**src/rtl/cpu_pkg.sv**
```systemverilog
// Shared definitions for the 24-bit datapath: instruction width, NOP word,
// fetch-stage state encoding and the opcode field position used by decode.
package cpu_pkg;

  localparam int INSTR_W = 24;
  localparam logic [INSTR_W-1:0] NOP = 24'h000000;

  // Opcode field occupies the two top bits of every instruction word.
  localparam int OPC_MSB = 23;
  localparam int OPC_LSB = 22;

  typedef enum logic [1:0] {
    FETCH,
    HOLD,
    FLUSH
  } fetch_state_e;

  function automatic logic [OPC_MSB-OPC_LSB:0] opcode_of(input logic [INSTR_W-1:0] instr);
    return instr[OPC_MSB:OPC_LSB];
  endfunction

endpackage

```
**src/rtl/fetch_skid_reg.sv**
```systemverilog
// One-entry skid register: parks a fetched {instruction, pc} pair while the
// decode stage is stalled, so an already-returned memory word is never lost.
module fetch_skid_reg
  import cpu_pkg::*;
#(
  parameter int W = INSTR_W + 8
) (
  input  logic         clk,
  input  logic         reset,
  input  logic         load,
  input  logic         unload,
  input  logic         clear,
  input  logic [W-1:0] din,
  output logic [W-1:0] dout,
  output logic         valid
);

  // Entry storage; clear (redirect) beats load, load beats unload.
  always_ff @(posedge clk or posedge reset) begin
    // NOTE: the data field is reset too even though valid alone qualifies it;
    // it is a single register, and a known value keeps traces readable.
    if (reset) begin
      dout  <= '0;
      valid <= 1'b0;
    end else if (clear) begin
      valid <= 1'b0;
    end else if (load) begin
      dout  <= din;
      valid <= 1'b1;
    end else if (unload) begin
      valid <= 1'b0;
    end
  end

endmodule

```
**src/rtl/instr_fetch_unit.sv**
```systemverilog
// Instruction fetch stage: owns the PC, runs the req/ready handshake with
// instruction memory, presents registered code/code_valid/code_pc to decode,
// absorbs stalls with a one-entry skid and handles taken-branch redirects,
// including redirects that land while a memory request is outstanding.
module instr_fetch_unit
  import cpu_pkg::*;
#(
  parameter int                ADDR_W   = 8,
  parameter logic [ADDR_W-1:0] RESET_PC = '0
) (
  input  logic               clk,
  input  logic               reset,
  output logic               imem_req,
  output logic [ADDR_W-1:0]  imem_addr,
  input  logic [INSTR_W-1:0] imem_data,
  input  logic               imem_ready,
  input  logic               stall,
  input  logic               branch_taken,
  input  logic [ADDR_W-1:0]  branch_target,
  output logic [INSTR_W-1:0] code,
  output logic               code_valid,
  output logic [ADDR_W-1:0]  code_pc
);

  fetch_state_e state_q, state_d;
  logic [ADDR_W-1:0]  pc_q, pc_d;
  logic [ADDR_W-1:0]  req_addr_q, req_addr_d;
  logic [INSTR_W-1:0] code_d;
  logic [ADDR_W-1:0]  code_pc_d;
  logic               code_valid_d;
  logic               started_q;

  logic                      skid_load, skid_unload, skid_clear;
  logic [INSTR_W+ADDR_W-1:0] skid_dout;
  logic                      skid_valid;

  logic fire;
  logic slot_free;

  // Request is decoded from registered state only; started_q holds it low
  // for the first cycle after reset so the bus starts cleanly.
  assign imem_req  = started_q && (state_q != HOLD);
  assign imem_addr = req_addr_q;
  assign fire      = imem_req && imem_ready;
  assign slot_free = !code_valid || !stall;

  fetch_skid_reg #(
    .W(INSTR_W + ADDR_W)
  ) u_skid (
    .clk    (clk),
    .reset  (reset),
    .load   (skid_load),
    .unload (skid_unload),
    .clear  (skid_clear),
    .din    ({imem_data, req_addr_q}),
    .dout   (skid_dout),
    .valid  (skid_valid)
  );

  // Next-state and datapath decode; redirect outranks memory return and stall.
  always_comb begin
    // NOTE: every signal assigned below gets its hold value first, so no path
    // through the case leaves one unassigned and no latch is inferred.
    state_d      = state_q;
    pc_d         = pc_q;
    req_addr_d   = req_addr_q;
    code_d       = code;
    code_pc_d    = code_pc;
    code_valid_d = code_valid;
    skid_load    = 1'b0;
    skid_unload  = 1'b0;
    skid_clear   = 1'b0;

    if (branch_taken) begin
      pc_d         = branch_target;
      code_valid_d = 1'b0;
      skid_clear   = 1'b1;
      unique case (state_q)
        FETCH: begin
          if (imem_req && !imem_ready) begin
            // Request in flight: keep it on the bus and drop its data later.
            state_d = FLUSH;
          end else begin
            req_addr_d = branch_target;
            state_d    = FETCH;
          end
        end
        HOLD: begin
          req_addr_d = branch_target;
          state_d    = FETCH;
        end
        default: state_d = FLUSH;
      endcase
    end else begin
      unique case (state_q)
        FETCH: begin
          if (fire) begin
            if (slot_free) begin
              code_d       = imem_data;
              code_pc_d    = req_addr_q;
              code_valid_d = 1'b1;
            end else begin
              skid_load = 1'b1;
              state_d   = HOLD;
            end
            pc_d       = req_addr_q + ADDR_W'(1);
            req_addr_d = req_addr_q + ADDR_W'(1);
          end else if (code_valid && !stall) begin
            code_valid_d = 1'b0;
          end
        end
        HOLD: begin
          if (!stall) begin
            code_d       = skid_dout[ADDR_W +: INSTR_W];
            code_pc_d    = skid_dout[ADDR_W-1:0];
            code_valid_d = skid_valid;
            skid_unload  = 1'b1;
            state_d      = FETCH;
          end
        end
        default: begin
          // FLUSH: pc already holds the redirect target.
          if (fire) begin
            req_addr_d = pc_q;
            state_d    = FETCH;
          end
        end
      endcase
    end
  end

  // State, PC and registered output slot.
  always_ff @(posedge clk or posedge reset) begin
    // NOTE: sequential state uses non-blocking assignments so every register
    // samples the pre-edge values regardless of statement order.
    if (reset) begin
      state_q    <= FETCH;
      pc_q       <= RESET_PC;
      req_addr_q <= RESET_PC;
      code       <= NOP;
      code_valid <= 1'b0;
      code_pc    <= '0;
      started_q  <= 1'b0;
    end else begin
      state_q    <= state_d;
      pc_q       <= pc_d;
      req_addr_q <= req_addr_d;
      code       <= code_d;
      code_valid <= code_valid_d;
      code_pc    <= code_pc_d;
      started_q  <= 1'b1;
    end
  end

endmodule

```
**config.mk**
```make
export PLATFORM = sky130hd
export DESIGN_NAME = instr_fetch_unit
export DESIGN_NICKNAME = d
export VERILOG_FILES = /design/src/rtl/cpu_pkg.sv /design/src/rtl/fetch_skid_reg.sv /design/src/rtl/instr_fetch_unit.sv
export SDC_FILE = /design/constraint.sdc
export NUM_CORES = 1
export LEC_CHECK = 0
export ABC_AREA = 1
export CAP_MARGIN = 5
export CORE_MARGIN = 2
export CORE_UTILIZATION = 45
export CTS_BUF_LIST = sky130_fd_sc_hd__clkbuf_4 sky130_fd_sc_hd__clkbuf_8
export DETAILED_ROUTE_END_ITERATION = 8
export GPL_TIMING_DRIVEN = 0
export PLACE_DENSITY = 0.7
export SKIP_LAST_GASP = 1
export SLEW_MARGIN = 0
export SYNTH_ARGS = -nofsm -noshare
export SYNTH_HDL_FRONTEND = slang
export SYNTH_HIERARCHICAL = 1
export SYNTH_SLANG_ARGS = --single-unit
```
**constraint.sdc**
```tcl
create_clock -name clk -period 1.6 [get_ports clk]
set_input_delay 0.24 -clock clk [delete_from_list [all_inputs] [get_ports clk]]
set_output_delay 0.24 -clock clk [all_outputs]
set_load 0.02 [all_outputs]
```
==> flow_metrics.env, run 1 <==
export IMPL_crit_buf_inv=4
export IMPL_avgRoutedWirePerCell_um=13.8
export IMPL_p_leak_nw=3.32
export IMPL_clkPwrFrac=0.219
export IMPL_nNetsFinal=732
export IMPL_cpMaxStageDelayCell="dfrtp_2"
export IMPL_p_seq_frac=0.399
export IMPL_worstReg2RegStart="state_q[0]"
export IMPL_die_w_um=102
export IMPL_met1_length_um=5070
export IMPL_cp_startpoint="state_q[0]"
export IMPL_synth_area_leaders="dfrtp_1 49%, nand2_1 24%, nand3_1 9.6%, nand2_2 3.3%, nor2_1 2.3%"
export IMPL_ant_nets=0
export IMPL_path_class="reg -> reg"
export IMPL_hold_path_class="in -> async"
export IMPL_instances_no_fill=828
export IMPL_hold_viol=0
export IMPL_synth_area_leader_cell="dfrtp_1"
export IMPL_die_height_um=102
export IMPL_sw_frac_of_total=0.375
export IMPL_portBuffers=78
export IMPL_fin_crit_ns=1.65
export IMPL_clk_path_buf_depth=2
export IMPL_place_hpwl_um=7970
export IMPL_worstMarginPinSlew_ns=0.570
export IMPL_synth_warnings=6
export IMPL_clk_latency_ns=0.36
export IMPL_regArea_sq_um=2130
export IMPL_initial_core_util=0.468
export IMPL_fin_hold_ws_ns=0.221
export IMPL_place_ws_ns=-0.572
export IMPL_dr_wl_met3_um=526
export IMPL_ys_types=27
export IMPL_multi_input_area_sq_um=2050
export IMPL_critPathRequiredTime_ns=1.85
export IMPL_grt_max_degree=34
export IMPL_synth_top_area_frac=0.490
export IMPL_grt_ovfl_total=0
export IMPL_powerDensity_nw_per_um2=1340
export IMPL_numClockSinks=85
export IMPL_first_pass_iters=5
export IMPL_drc=0
export IMPL_wl_met2_um=5660
export IMPL_path_cells="buf_6 -> nor2_4 -> nand2_2 -> nor2_4 -> nand2_2 -> inv_2 -> buf_8 -> nand2_8 -> clkbuf_16 -> nand2_2 -> nand2_1"
export IMPL_cts_root_buf="clkbuf_8"
export IMPL_crit_fanout=7
export IMPL_fmax_mhz=606
export IMPL_finish_utilization=0.639
export IMPL_dr_total_vias=4116
export IMPL_maxCapViolations=0
export IMPL_p_comb_frac=0.383
export IMPL_period_share=1.03
export IMPL_syn_instance_count=587
export IMPL_highest_layer="met4"
export IMPL_layout_commonest_cell="nand2_1"
export IMPL_critPathMaxStageDelay_ns=0.45
export IMPL_final_cell_mix="259 x nand2_1, 84 x dfrtp_1, 83 x nand3_1"
export IMPL_crit_family="simple AND/OR/NAND/NOR gates"
export IMPL_n_antenna_cell=0
export IMPL_grt_pass1_wl_um=18300
export IMPL_p_sw_mw=2.98
export IMPL_syn_nets=625
export IMPL_fill_cells=835
export IMPL_cp_start_kind="flip-flop"
export IMPL_place_inst=795
export IMPL_cts_tree="done"
export IMPL_slew_headroom=0.619
export IMPL_die_area_sq_um=10500
export IMPL_grt_pass1_vias=3853
export IMPL_dr_first_iter_drc_count=224
export IMPL_numCtsBuffers=9
export IMPL_ff2ff_path_depth=11
export IMPL_synth_avg_cell_area_sq_um=7.40
export IMPL_antenna_found_initial=0
export IMPL_internal_power_mw=4.96
export IMPL_clk_pin_slew_worst_paths_ns=0.09
export IMPL_yosysSeqAreaShare=0.490
export IMPL_cts_max_level=3
export IMPL_crit_top_cell="nand2_2"
export IMPL_vias_per_cell=4.97
export IMPL_status="complete, but fails checks"
export IMPL_routed_wl_um=11400
export IMPL_reg2reg_to="u_skid/dout[14]"
export IMPL_setup_viol=29
export IMPL_drv_slew=0
export IMPL_path_depth=11
export IMPL_io_pins=79
export IMPL_grt_use_total=0.222
export IMPL_rsz0062_at_grt="true"
export IMPL_ys_seq_elements=85
export IMPL_layout_drive_gt1_share=0.169
export IMPL_violations="setup timing"
export IMPL_rrSetupSlack_ns=-0.05
export IMPL_place_gp_congestion=0.845
export IMPL_vdd_drop_max_mv=0.581
export IMPL_synth_cell_area_sq_um=4340
export IMPL_worstSetupEndpointType="flip-flop"
export IMPL_rows=35
export IMPL_hold_buffers=0
export IMPL_fin_skew_ns=0.0159
export IMPL_area_delta_synth_final_pct=36.6
export IMPL_cp_endpoint="u_skid/dout[14]"
export IMPL_worst_ep_arrival_time_ns=1.90
export IMPL_final_setup_worst_slack_ns=-0.0504
export IMPL_design_core_area_sq_um=9280
==> power by group through the flow <==
stage                     registers (mW)  clock network (mW)  logic, mW
after floorplan                     3.72                   0       1.11
after global placement              3.20                   0       2.97
after detailed placement            3.22                   0       3.01
after CTS                           3.17                1.78       3.01
after global routing                3.25                1.85       3.36
final                               3.17                1.74       3.04
==> state kept, by name, summed over array words and instances (netlist names) <==
register / flops
imem_addr: 8
state_q: 2
started_q: 1
code_valid: 1
u_skid/dout: 32
u_skid/valid: 1
code_pc: 8
code: 24
pc_q: 8
==> metal layers <==
metal  GRT usage  vias up
met5           0        -
met4      0.0687        0
met1       0.297     1934
met2       0.374      113
li1            -     2054
met3      0.0349       15
==> cell usage after synthesis, drive strengths merged <==
library cell / instances
xor2: 1
o21bai: 1
conb: 1
nand4: 1
a21boi: 1
inv: 28
a21oi: 11
nor2: 28
ha: 1
dfrtp: 85
a22oi: 1
clkbuf: 7
nor3: 1
nand3: 84
o21ai: 11
nand2: 303
buf: 22
==> logic make-up after synthesis <==
family                   synth area share
other                            0.000863
buffers and inverters              0.0700
adder cells (fa/ha/maj)           0.00288
AND/OR/NAND/NOR                     0.404
AO/OA/AOI/OAI                      0.0305
flip-flops                          0.490
XOR/XNOR                          0.00202
==> metrics by stage <==
stage / setup TNS, ns / power [mW] / area (sq um)
floorplan: 0 / 4.83 / 4340
global placement: -93.62 / 6.18 / 5290
CTS: -1.24 / 7.96 / 5580
global route: -3.99 / 8.46 / 5930
finish: -0.944 / 7.94 / 5930
detailed placement: -43.61 / 6.23 / 5310
==> how the worst min path moves through the flow <==
stage	slack [ns]	to	start	depth (start not counted)
6_report	0.22	u_skid/dout[28]	reset	2
5_1_grt	0.25	u_skid/dout[28]	reset	2
4_1_cts	0.30	code[15]	reset	2
3_5_place_dp	0.46	code[0]	code[0]	2
3_3_place_gp	0.45	code[21]	code[21]	2
2_1_floorplan	0.37	u_skid/dout[0]	reset	1
==> area by class of cell <==
| class | instances | share of cell area |
|---|---|---|
| repair buffers | 95 | 0.171 |
| flip-flops and latches | 85 | 0.359 |
| plain buffers | 29 | 0.0407 |
| inverters | 28 | 0.0181 |
| multi-input cells | 446 | 0.346 |
| clock buffers | 10 | 0.0221 |
| clock inverters | 6 | 0.0158 |
| well taps | 129 | 0.0272 |
==> repair_timing <==
item | in CTS | in global routing
cloned | 0 | 4
pin swaps | 0 | 8
setup endpoints to repair | 88 | 99
buffers inserted | 3 | 9
gates resized for setup | 26 | 68
Note: power is estimated with default switching activity, not from simulation.
==> run 2: changes to the inputs <==
Settings changed: PLACE_DENSITY 0.7 to 0.73.
Clock period 1.6 ns to 1.45 ns, I/O delays scaled along.
==> flow_metrics.env, run 2 (synthesis gave the netlist of run 1 again) <==
export IMPL_status="complete, but fails checks"
export IMPL_worstMarginPinSlew_ns=0.780
export IMPL_die_w_um=102
export IMPL_worstSetupEndpointType="flip-flop"
export IMPL_dr_total_vias=4454
export IMPL_top_regs="u_skid/dout: 32 flops, code: 24 flops"
export IMPL_routed_wl_um=14100
export IMPL_antenna_found_initial=0
export IMPL_place_ws_ns=-0.733
export IMPL_cts_tree="done"
export IMPL_final_cell_area_sq_um=6650
export IMPL_regMostFlops="u_skid/dout"
export IMPL_worst_ep_arrival_time_ns=1.91
export IMPL_place_area_sq_um=5300
export IMPL_numCtsBuffers=9
export IMPL_clk_pin_slew_worst_paths_ns=0.09
export IMPL_crit_fanout=6
export IMPL_fill_cells=692
export IMPL_rows=35
export IMPL_clk_path_buf_depth=2
export IMPL_fin_skew_ns=0.0103
export IMPL_area_delta_synth_final_pct=53.1
export IMPL_instances_no_fill=850
export IMPL_die_height_um=102
export IMPL_ant_nets=0
export IMPL_fmax_mhz=604
export IMPL_largest_register_ffs=32
export IMPL_n_antenna_cell=0
export IMPL_design_core_area_sq_um=9280
export IMPL_layout_drive_gt1_share=0.323
export IMPL_violations="setup timing"
export IMPL_slew_headroom=0.479
export IMPL_nNetsFinal=754
export IMPL_hold_path_class="in -> reg"
export IMPL_initial_core_util=0.468
export IMPL_numClockSinks=85
export IMPL_powerDensity_nw_per_um2=1400
export IMPL_hold_viol=0
export IMPL_avgRoutedWirePerCell_um=16.5
export IMPL_path_class="reg -> reg"
export IMPL_vias_per_cell=5.24
export IMPL_first_pass_iters=5
export IMPL_final_cell_mix="214 x nand2_1, 78 x dfrtp_1, 70 x nand2_2"
export IMPL_p_leak_nw=3.40
export IMPL_drv_slew=0
export IMPL_place_inst=794
export IMPL_critPathRequiredTime_ns=1.70
export IMPL_finish_utilization=0.716
export IMPL_place_gp_congestion=0.880
export IMPL_layout_commonest_cell="nand2_1"
export IMPL_cts_max_level=3
export IMPL_dr_first_iter_drc_count=236
export IMPL_maxCapViolations=0
export IMPL_grt_max_degree=53
export IMPL_rsz0062_at_grt="true"
export IMPL_cts_root_buf="clkbuf_8"
export IMPL_fin_hold_ws_ns=0.394
export IMPL_grt_ovfl_total=0
export IMPL_portBuffers=78
export IMPL_place_hpwl_um=7990
export IMPL_setup_viol=78
export IMPL_hold_buffers=0
export IMPL_drc=0
export IMPL_grt_pass1_vias=4553
export IMPL_grt_use_total=0.274
export IMPL_vdd_drop_max_mv=0.690
export IMPL_cp_start_kind="flip-flop"
export IMPL_io_pins=79
export IMPL_grt_pass1_wl_um=22000
export IMPL_period_share=1.14
export IMPL_fin_crit_ns=1.66
export IMPL_clk_latency_ns=0.36
export IMPL_final_setup_worst_slack_ns=-0.206
export IMPL_die_area_sq_um=10500
[run 2: cell types whose count changed in the layout (fill, tap and decap cells not counted), moves of 6 or more]
cell             before  now
clkdlybuf4s50_1      49   35
buf_6                 4   24
buf_16                1    7
dlygate4sd2_1        12   38
nand3_2               0   25
nand2_2              35   70
dfrtp_2               1    7
dfrtp_1              84   78
nand2_1             259  214
dlymetal6s2s_1       16    0
nand3_1              83   55
[run 2: repair_timing]
action | 4_1_cts | 5_1_grt
gates cloned | 10 | 0
pin swaps | 25 | 31
buffers inserted | 26 | 5
setup endpoints to repair | 142 | 91
resized for setup | 166 | 108
[run 2: cell type report]
cell class	count	area (sq um)	area share
multi-input combinational	445	2450	0.368
sequential	85	2140	0.321
timing repair buffer	120	1280	0.193
buffer	27	265	0.0399
tap	129	161	0.0243
clock buffer	11	139	0.0209
inverter	28	133	0.0199
clock inverter	5	83.8	0.0126
[run 2: critical path, cell delays in order (launching register included)]
cell and delay, ns:
dfrtp_2 0.46, nor2_4 0.14, nand2_1 0.12, nor2_4 0.14, nand2_4 0.09, inv_8 0.09
nand2_8 0.10, buf_12 0.15, buf_12 0.13, nand2_2 0.07, nand2_2 0.05
[run 2: path summary, 6_finish.rpt]
path	from	to	slack [ns]	cells after the start
hold / removal	branch_taken	u_skid/valid	0.39	4
setup reg to reg	state_q[0]	u_skid/dout[27]	-0.21	10
hold reg to reg	code[17]	code[17]	0.48	2
setup / recovery	state_q[0]	u_skid/dout[27]	-0.21	10
max in group asynchronous	reset	imem_addr[5]	0.49	3
min in group asynchronous	reset	code[20]	0.40	2
[run 2: power by group]
group	switching (mW)	internal (mW)	leakage, nW
Combinational	2.19	1.54	2.21
Clock	0.923	1.02	0.107
Sequential	0.597	3.05	1.09
[run 2: routing by layer]
layer  global-route usage  routed length (um)
met1                0.337                5550
met2                0.479                7250
met3               0.0547                 845
met4               0.0954                 413
met5                    0                   0
[run 2: stage by stage]
| step | power [mW] | TNS (ns) |
|---|---|---|
| after global routing | 9.87 | -13.64 |
| after floorplan | 5.33 | 0 |
| after global placement | 6.81 | -63.82 |
| final | 9.32 | -8.82 |
| after detailed placement | 6.90 | -68.53 |
| after CTS | 8.88 | -7.08 |
